## config.mk

```make
export PLATFORM = sky130hd
export DESIGN_NAME = serial_add_ctrl_flat
export DESIGN_NICKNAME = d
export VERILOG_FILES = /design/src/rtl/serial_add_ctrl_if.sv /design/src/rtl/serial_add_ctrl.sv /design/src/flat_wrapper.sv
export SDC_FILE = /design/constraint.sdc
export NUM_CORES = 1
export LEC_CHECK = 0
export CAP_MARGIN = 30
export CORE_AREA = 2 2 59 61
export DETAILED_ROUTE_END_ITERATION = 8
export DIE_AREA = 0 0 61 63
export HOLD_SLACK_MARGIN = 0.12
export PLACE_DENSITY_LB_ADDON = 0.12
export SKIP_LAST_GASP = 1
export SLEW_MARGIN = 20
export SYNTH_ARGS = -nofsm -noshare
export SYNTH_HDL_FRONTEND = slang
export SYNTH_SLANG_ARGS = --single-unit
```

## constraint.sdc

```tcl
create_clock -name clk -period 1.65 [get_ports clk]
set_input_delay 0.2475 -clock clk [delete_from_list [all_inputs] [get_ports clk]]
set_output_delay 0.2475 -clock clk [all_outputs]
set_load 0.02 [all_outputs]
```

## src/rtl/serial_add_ctrl_if.sv

```systemverilog
// +----------------------------------------------------------------------------+
// | Module   : serial_add_ctrl_if                                              |
// | Brief    : Requester and full-adder cell signals for serial_add_ctrl.      |
// |            The ovf_out member exists only when SERIAL_ADD_OVF_EN is set.   |
// | Revision : 1.0 - initial release                                           |
// +----------------------------------------------------------------------------+
`default_nettype none

interface serial_add_ctrl_if #(
    parameter int WIDTH = 8
);
    logic             start;
    logic [WIDTH-1:0] a_in;
    logic [WIDTH-1:0] b_in;
    logic             cin_in;
    logic             fa_a;
    logic             fa_b;
    logic             fa_cin;
    logic             fa_s;
    logic             fa_cout;
    logic             busy;
    logic             done;
    logic [WIDTH-1:0] sum_out;
    logic             cout_out;
`ifdef SERIAL_ADD_OVF_EN
    logic             ovf_out;
`endif

    // Environment side: requester plus the external full-adder cell.
    modport master (
        output start, a_in, b_in, cin_in, fa_s, fa_cout,
        input  fa_a, fa_b, fa_cin, busy, done, sum_out, cout_out
`ifdef SERIAL_ADD_OVF_EN
        , input ovf_out
`endif
    );

    modport slave (
        input  start, a_in, b_in, cin_in, fa_s, fa_cout,
        output fa_a, fa_b, fa_cin, busy, done, sum_out, cout_out
`ifdef SERIAL_ADD_OVF_EN
        , output ovf_out
`endif
    );
endinterface

`default_nettype wire

```

## src/rtl/serial_add_ctrl.sv

```systemverilog
// +----------------------------------------------------------------------------+
// | Module   : serial_add_ctrl                                                 |
// | Brief    : Bit-serial WIDTH-bit adder sequencer driving one external       |
// |            full-adder cell; optional overflow flag via SERIAL_ADD_OVF_EN.  |
// | Revision : 1.0 - initial release                                           |
// +----------------------------------------------------------------------------+
`default_nettype none

module serial_add_ctrl #(
    parameter int WIDTH = 8
) (
    input  logic              clk,
    input  logic              rst,
    serial_add_ctrl_if.slave  bus
);
    localparam int                  c_CNT_W    = $clog2(WIDTH);
    localparam logic [c_CNT_W-1:0]  c_CNT_LAST = c_CNT_W'(WIDTH - 1);

    typedef enum logic [1:0] {
        S_IDLE = 2'd0,
        S_RUN  = 2'd1,
        S_DONE = 2'd2
    } state_t;

    state_t             r_state;
    state_t             w_state_nxt;
    logic [WIDTH-1:0]   r_a_sh;
    logic [WIDTH-1:0]   r_b_sh;
    logic [WIDTH-1:0]   r_sum;
    logic               r_carry;
    logic               r_cout;
    logic [c_CNT_W-1:0] r_cnt;
    logic               w_accept;
    logic               w_run;
    logic               w_last;
    logic               w_done;
`ifdef SERIAL_ADD_OVF_EN
    logic               r_ovf;
`endif

    always_ff @(posedge clk or posedge rst) begin
        if (rst) begin
            r_state <= S_IDLE;
        end else begin
            r_state <= w_state_nxt;
        end
    end

    always_comb begin
        w_state_nxt = r_state;
        w_accept    = 1'b0;
        w_run       = 1'b0;
        w_last      = 1'b0;
        w_done      = 1'b0;
        case (r_state)
            S_IDLE: begin
                if (bus.start) begin
                    w_accept    = 1'b1;
                    w_state_nxt = S_RUN;
                end
            end
            S_RUN: begin
                w_run = 1'b1;
                if (r_cnt == c_CNT_LAST) begin
                    w_last      = 1'b1;
                    w_state_nxt = S_DONE;
                end
            end
            S_DONE: begin
                w_done      = 1'b1;
                w_state_nxt = S_IDLE;
            end
            default: begin
                w_state_nxt = S_IDLE;
            end
        endcase
    end

    // The sum register doubles as the result: fa_s enters at the MSB so that
    // after WIDTH shifts bit i has settled into position i.
    always_ff @(posedge clk or posedge rst) begin
        if (rst) begin
            r_a_sh  <= '0;
            r_b_sh  <= '0;
            r_sum   <= '0;
            r_carry <= 1'b0;
            r_cout  <= 1'b0;
            r_cnt   <= '0;
`ifdef SERIAL_ADD_OVF_EN
            r_ovf   <= 1'b0;
`endif
        end else if (w_accept) begin
            r_a_sh  <= bus.a_in;
            r_b_sh  <= bus.b_in;
            r_carry <= bus.cin_in;
            r_sum   <= '0;
            r_cout  <= 1'b0;
            r_cnt   <= '0;
`ifdef SERIAL_ADD_OVF_EN
            r_ovf   <= 1'b0;
`endif
        end else if (w_run) begin
            r_sum   <= {bus.fa_s, r_sum[WIDTH-1:1]};
            r_a_sh  <= {1'b0, r_a_sh[WIDTH-1:1]};
            r_b_sh  <= {1'b0, r_b_sh[WIDTH-1:1]};
            r_carry <= bus.fa_cout;
            r_cnt   <= r_cnt + c_CNT_W'(1);
            if (w_last) begin
                r_cout <= bus.fa_cout;
`ifdef SERIAL_ADD_OVF_EN
                // Carry into the MSB versus carry out of it.
                r_ovf  <= r_carry ^ bus.fa_cout;
`endif
            end
        end
    end

    assign bus.fa_a     = w_run & r_a_sh[0];
    assign bus.fa_b     = w_run & r_b_sh[0];
    assign bus.fa_cin   = w_run & r_carry;
    assign bus.busy     = w_run;
    assign bus.done     = w_done;
    assign bus.sum_out  = r_sum;
    assign bus.cout_out = r_cout;
`ifdef SERIAL_ADD_OVF_EN
    assign bus.ovf_out  = r_ovf;
`endif

endmodule

`default_nettype wire

```

## src/flat_wrapper.sv

```systemverilog
// flat-port wrapper written by rule: the top's interface ports become plain ports
module serial_add_ctrl_flat 
#(
    parameter int WIDTH = 8
)
  (clk, rst, bus_start, bus_a_in, bus_b_in, bus_cin_in, bus_fa_s, bus_fa_cout, bus_fa_a, bus_fa_b, bus_fa_cin, bus_busy, bus_done, bus_sum_out, bus_cout_out);
  serial_add_ctrl_if #(.WIDTH(WIDTH)) bus_i ();
  input  logic clk;
  input  logic rst;
  input wire logic [$bits(bus_i.start)-1:0] bus_start;
  input wire logic [$bits(bus_i.a_in)-1:0] bus_a_in;
  input wire logic [$bits(bus_i.b_in)-1:0] bus_b_in;
  input wire logic [$bits(bus_i.cin_in)-1:0] bus_cin_in;
  input wire logic [$bits(bus_i.fa_s)-1:0] bus_fa_s;
  input wire logic [$bits(bus_i.fa_cout)-1:0] bus_fa_cout;
  output wire logic [$bits(bus_i.fa_a)-1:0] bus_fa_a;
  output wire logic [$bits(bus_i.fa_b)-1:0] bus_fa_b;
  output wire logic [$bits(bus_i.fa_cin)-1:0] bus_fa_cin;
  output wire logic [$bits(bus_i.busy)-1:0] bus_busy;
  output wire logic [$bits(bus_i.done)-1:0] bus_done;
  output wire logic [$bits(bus_i.sum_out)-1:0] bus_sum_out;
  output wire logic [$bits(bus_i.cout_out)-1:0] bus_cout_out;
  assign bus_i.start = bus_start;
  assign bus_i.a_in = bus_a_in;
  assign bus_i.b_in = bus_b_in;
  assign bus_i.cin_in = bus_cin_in;
  assign bus_i.fa_s = bus_fa_s;
  assign bus_i.fa_cout = bus_fa_cout;
  assign bus_fa_a = bus_i.fa_a;
  assign bus_fa_b = bus_i.fa_b;
  assign bus_fa_cin = bus_i.fa_cin;
  assign bus_busy = bus_i.busy;
  assign bus_done = bus_i.done;
  assign bus_sum_out = bus_i.sum_out;
  assign bus_cout_out = bus_i.cout_out;
  serial_add_ctrl #(.WIDTH(WIDTH)) u_core (.clk(clk), .rst(rst), .bus(bus_i));
endmodule
```

-- Yosys cells after proc, flatten, opt, wreduce, memory -nomap -nowiden
Index checks and enable logic that the tools add are counted.
- $add $sub $neg: 1
- equality and inequality tests: 5
- mux-type cells: 22
- bitwise logic cells: 3
- reduce and logical (&&, ||, !) cells: 5
- operators with widths (kind ; count):
    $mux 8 ; 6
    $mux 1 ; 11
    $mux 3 ; 2
    $mux 2 ; 2
    $pmux 2 s2 ; 1
    $reduce_and 2->1 ; 2
    $reduce_bool 2->1 ; 2
    $add 3x1->3 const B ; 1
    $and 1x1->1 ; 3
    $eq 3x3->1 const B ; 1
    $eq 2x1->1 const B ; 1
    $eq 2x2->1 const B ; 1
    $logic_not 2->1 ; 1
    $ne 2x1->1 const B ; 1
    $ne 2x2->1 const B ; 1
- bits in registers: 31
- output and inout bits: 14
- word-level logic and storage cells: 43

-- Logic depth before layout (Yosys ltp)
- depth in word-level cells: 6
- depth in mapped cells: 6
- gate-level depth less buffers: 4

-- Worst setup path before layout
Ideal clock, no wire load.
- path kind: register to output
- start point: register u_core.r_state[1]
- end point: output bus_fa_cin
- data arrival time: 1.138 ns
- path slack: 0.264 ns
- stages on the path, launching flop included: 6
- buffers on the path: 2
- path through: dfrtp_1 > nand2b_1 > buf_4 > inv_2 > buf_6 > and2_1
- cells in the longest elaborated chain, start to end: 3
- RTL lines (what ; line ; RTL):
    start: declaration ; serial_add_ctrl.sv:25 ; state_t r_state;
    start signal: assignment ; serial_add_ctrl.sv:45 ; r_state <= w_state_nxt;
    $eq 2x1->1 ; serial_add_ctrl.sv:55 ; case (r_state)
    $mux 1 ; serial_add_ctrl.sv:55 ;
    via bus_busy ; flat_wrapper.sv:19 ; output wire logic [$bits(bus_i.busy)-1:0] bus_busy;
    $and 1x1->1 ; serial_add_ctrl.sv:120 ; assign bus.fa_cin = w_run & r_carry;
    end: declaration ; flat_wrapper.sv:18 ; output wire logic [$bits(bus_i.fa_cin)-1:0] bus_fa_cin;
The timed path passes the listed nets, and every way through them passes these cells.

-- Final worst setup path
- start point: register u_core.r_sum[2], in the netlist u_core.bus.sum_out[2]
- end point: output bus_sum_out[2]
- RTL lines (what ; line ; RTL):
    start: declaration ; serial_add_ctrl.sv:29 ; logic [WIDTH-1:0] r_sum;
    start signal: assignment ; serial_add_ctrl.sv:103 ; r_sum <= {bus.fa_s, r_sum[WIDTH-1:1]};
    end: declaration ; flat_wrapper.sv:21 ; output wire logic [$bits(bus_i.sum_out)-1:0] bus_sum_out;
No word-level cell between the ends.

==> run metrics <==
CORE AREA 3230 um^2; global route total overflow 0; LEAKAGE 0.865 nW; Num Clock Sinks 31; cell count after synthesis 131; final net count 196; Synth Area per Inst 11.4 um^2; Startpoint Class flop; Root Driver clkbuf_4; Most used DFF post-synth dfrtp_1; count leader, synth dfrtp_1; Total GRT Usage 19.4%; CP max stage delay 620 ps; CP Buf/Inv Count 1; multi-input logic area 593 um^2; Synth Register Bits 31; Worst-Margin Slew 394 ps; clock transition at the registers of the reported paths 90 ps; endpoint class of the critical path output pin; Synth Area in Adders 1.67%; Synth Cell Area 1500 um^2; Final setup viols 0; design area 1960 um^2; CTS Buffer Depth 2; Starting Density 46.4%; # Post-CTS Setup Buffers 0; sequential cell area 776 um^2; drt wl/cell 14.8 um; antenna cells 0; DIE AREA 3840 um^2; area fraction in compound gates after synthesis 18.1%; Fin. Hold Viols 0; Netlist cell types 28; WHS 286 ps; Post-DRT Antenna Nets 0; placed cells 211; Synth top area share 51.8%; Mapped Nets 155; worst-skew pair later-pin latency 340 ps; Synthesis Warnings 0; relative slew slack 73.7%; Async S/R FF share, synth 100%; Util after Layout 60.6%; f_max 0.627 GHz; Worst Path Arrival 1350 ps; dpl hpwl 2280 um; final slew viol count 0; crit path max fanout 3; setup_tns 0 ps; largest family of logic cells by synthesized area simple AND/OR/NAND/NOR gates; # DRC 0; largest net degree at the start of global routing 32; worst hold path class primary input to asynchronous set/reset pin; Simple-Gate Fraction of Synth Area 18.5%; slowest CP cell clkdlybuf4s50_1; cts bufs inserted 5; Max Cap Viol 0; fin crit share 96.7%; Final Skew 6.73 ps; row count 21; Largest delay share family, worst path buffers and inverters; WP depth 1; placed cell areas 1910 um^2; vias in the first global route 1227; Pwr Density 1710 nW/um^2; Die W 61 um; mux contribution to synthesized area 0.668%; Filler cells 272; Avg Vias per Cell 5.44; status finished clean; drt pass-1 iters 4; area delta synth->final 30.6%; XOR/XNOR Fraction of Synth Area 0%; Seq/Total Area, Yosys 51.8%; via count 1187; layout cells sized above 1 18.0%; VDD IR max 754 uV; Buffers on Ports 35; RSZ-0062 raised after global routing false; Synth area leaders dfrtp_1 (52%), nor4b_1 (7.0%), a22o_1 (5.8%); Critical Path RT 1400 ps; CTS tree built; Tmin final 1600 ps; drt total wl 3230 um; violation count after the first detailed-route iteration 33; largest area contributor in the netlist dfrtp_1; commonest cells in the netlist dfrtp_1 (31), inv_1 (14), nor4b_1 (12), a22o_1 (10), nor3b_1 (8); number of synthesized flops with an enable pin 0; antenna violations before repair 0; CP cell instances clkdlybuf4s50_1; WS Path Type flop to output pin; Die Ht 63 um; H-tree levels 2; GP Congestion 0.762; first-pass GRT wire length 5590 um; IO Pins 36; Final Non-Filler Cells 218; cell depth of the worst flop-to-flop path 5
[metal layers]
metal	vias up	share of wire [%]	track usage, %
met5	-	0	0
met3	8	5.4	5.59
met4	0	1.7	7.61
met1	579	45	25.4
met2	34	48	29.8
li1	566	-	-
[per-stage QoR]
step / power [W] / setup slack [ps]
4_1_cts: 0.00339 / -69.6
5_1_grt: 0.00360 / 3.87
2_1_floorplan: 0.00236 / 264
6_report: 0.00335 / 54.1
3_3_place_gp: 0.00290 / 30.1
3_5_place_dp: 0.00296 / 18.6
[kinds of logic (layout without fill, tap and decap cells)]
| logic type | Yosys count | in the layout |
|---|---|---|
| and+or+nand+nor | 38 | 38 |
| AOI/OAI and AO/OA | 31 | 31 |
| muxes | 1 | 1 |
| DFF | 31 | 31 |
| buffers and inverters | 28 | 69 |
| adders and majority gates | 2 | 2 |
[cell usage in the layout (no fill, tap or decap), drive strengths merged]
cell / netlist / final
nor2b: 1 / 1
and2: 2 / 2
nor3b: 8 / 8
nand2b: 1 / 1
inv: 15 / 15
dlygate4sd2: 0 / 1
nand2: 1 / 1
a22o: 10 / 10
nor4bb: 2 / 2
a21oi: 1 / 1
clkinv: 0 / 1
o21ba: 1 / 1
ha: 2 / 2
or4b: 3 / 3
nor4b: 12 / 12
a211oi: 6 / 6
o221a: 3 / 3
mux2i: 1 / 1
o21bai: 1 / 1
buf: 11 / 14
nor2: 7 / 7
clkdlybuf4s50: 0 / 30
clkbuf: 2 / 8
nand3b: 1 / 1
o221ai: 1 / 1
a211o: 2 / 2
a221oi: 6 / 6
dfrtp: 31 / 31
[cell type report]
cell class              count  area share [%]
flip-flops and latches     31            39.6
multi-input cells          72            30.3
repair buffers             47            21.4
well taps                  46            2.94
inverters                  15            2.88
clock buffers               6            2.62
clock inverters             1           0.256
[report_power, final]
part	switching, W	leakage (nW)	total (W)	internal (W)
Combinational	0.000824	0.452	0.00161	0.000788
Sequential	0.000199	0.379	0.00129	0.00109
Clock	0.000250	0.0341	0.000447	0.000197
[final timing paths]
path                                            start               end  slack (ps)
worst min-delay path                              rst  u_core.r_b_sh[2]         290
worst max-delay path            u_core.bus.sum_out[2]    bus_sum_out[2]          50
worst max register to register      u_core.r_state[1]  u_core.r_a_sh[1]          60
worst min register to register        u_core.r_cnt[0]   u_core.r_cnt[0]         500
max in group asynchronous                         rst  u_core.r_b_sh[5]        1070
min in group clk                      u_core.r_cnt[0]   u_core.r_cnt[0]         500
[flip-flops by register name (all words and copies together), names as in the netlist]
signal               flops
u_core.bus.cout_out      1
u_core.r_state           2
u_core.r_b_sh            8
u_core.r_cnt             3
u_core.bus.sum_out       8
u_core.r_carry           1
u_core.r_a_sh            8
[timing repair]
action / 4_1_cts / 5_1_grt
endpoints found under the setup margin: 5 / 6
gates resized for setup: 10 / 7
hold buffers: 0 / 0
Power figures use the tool's default switching activity.
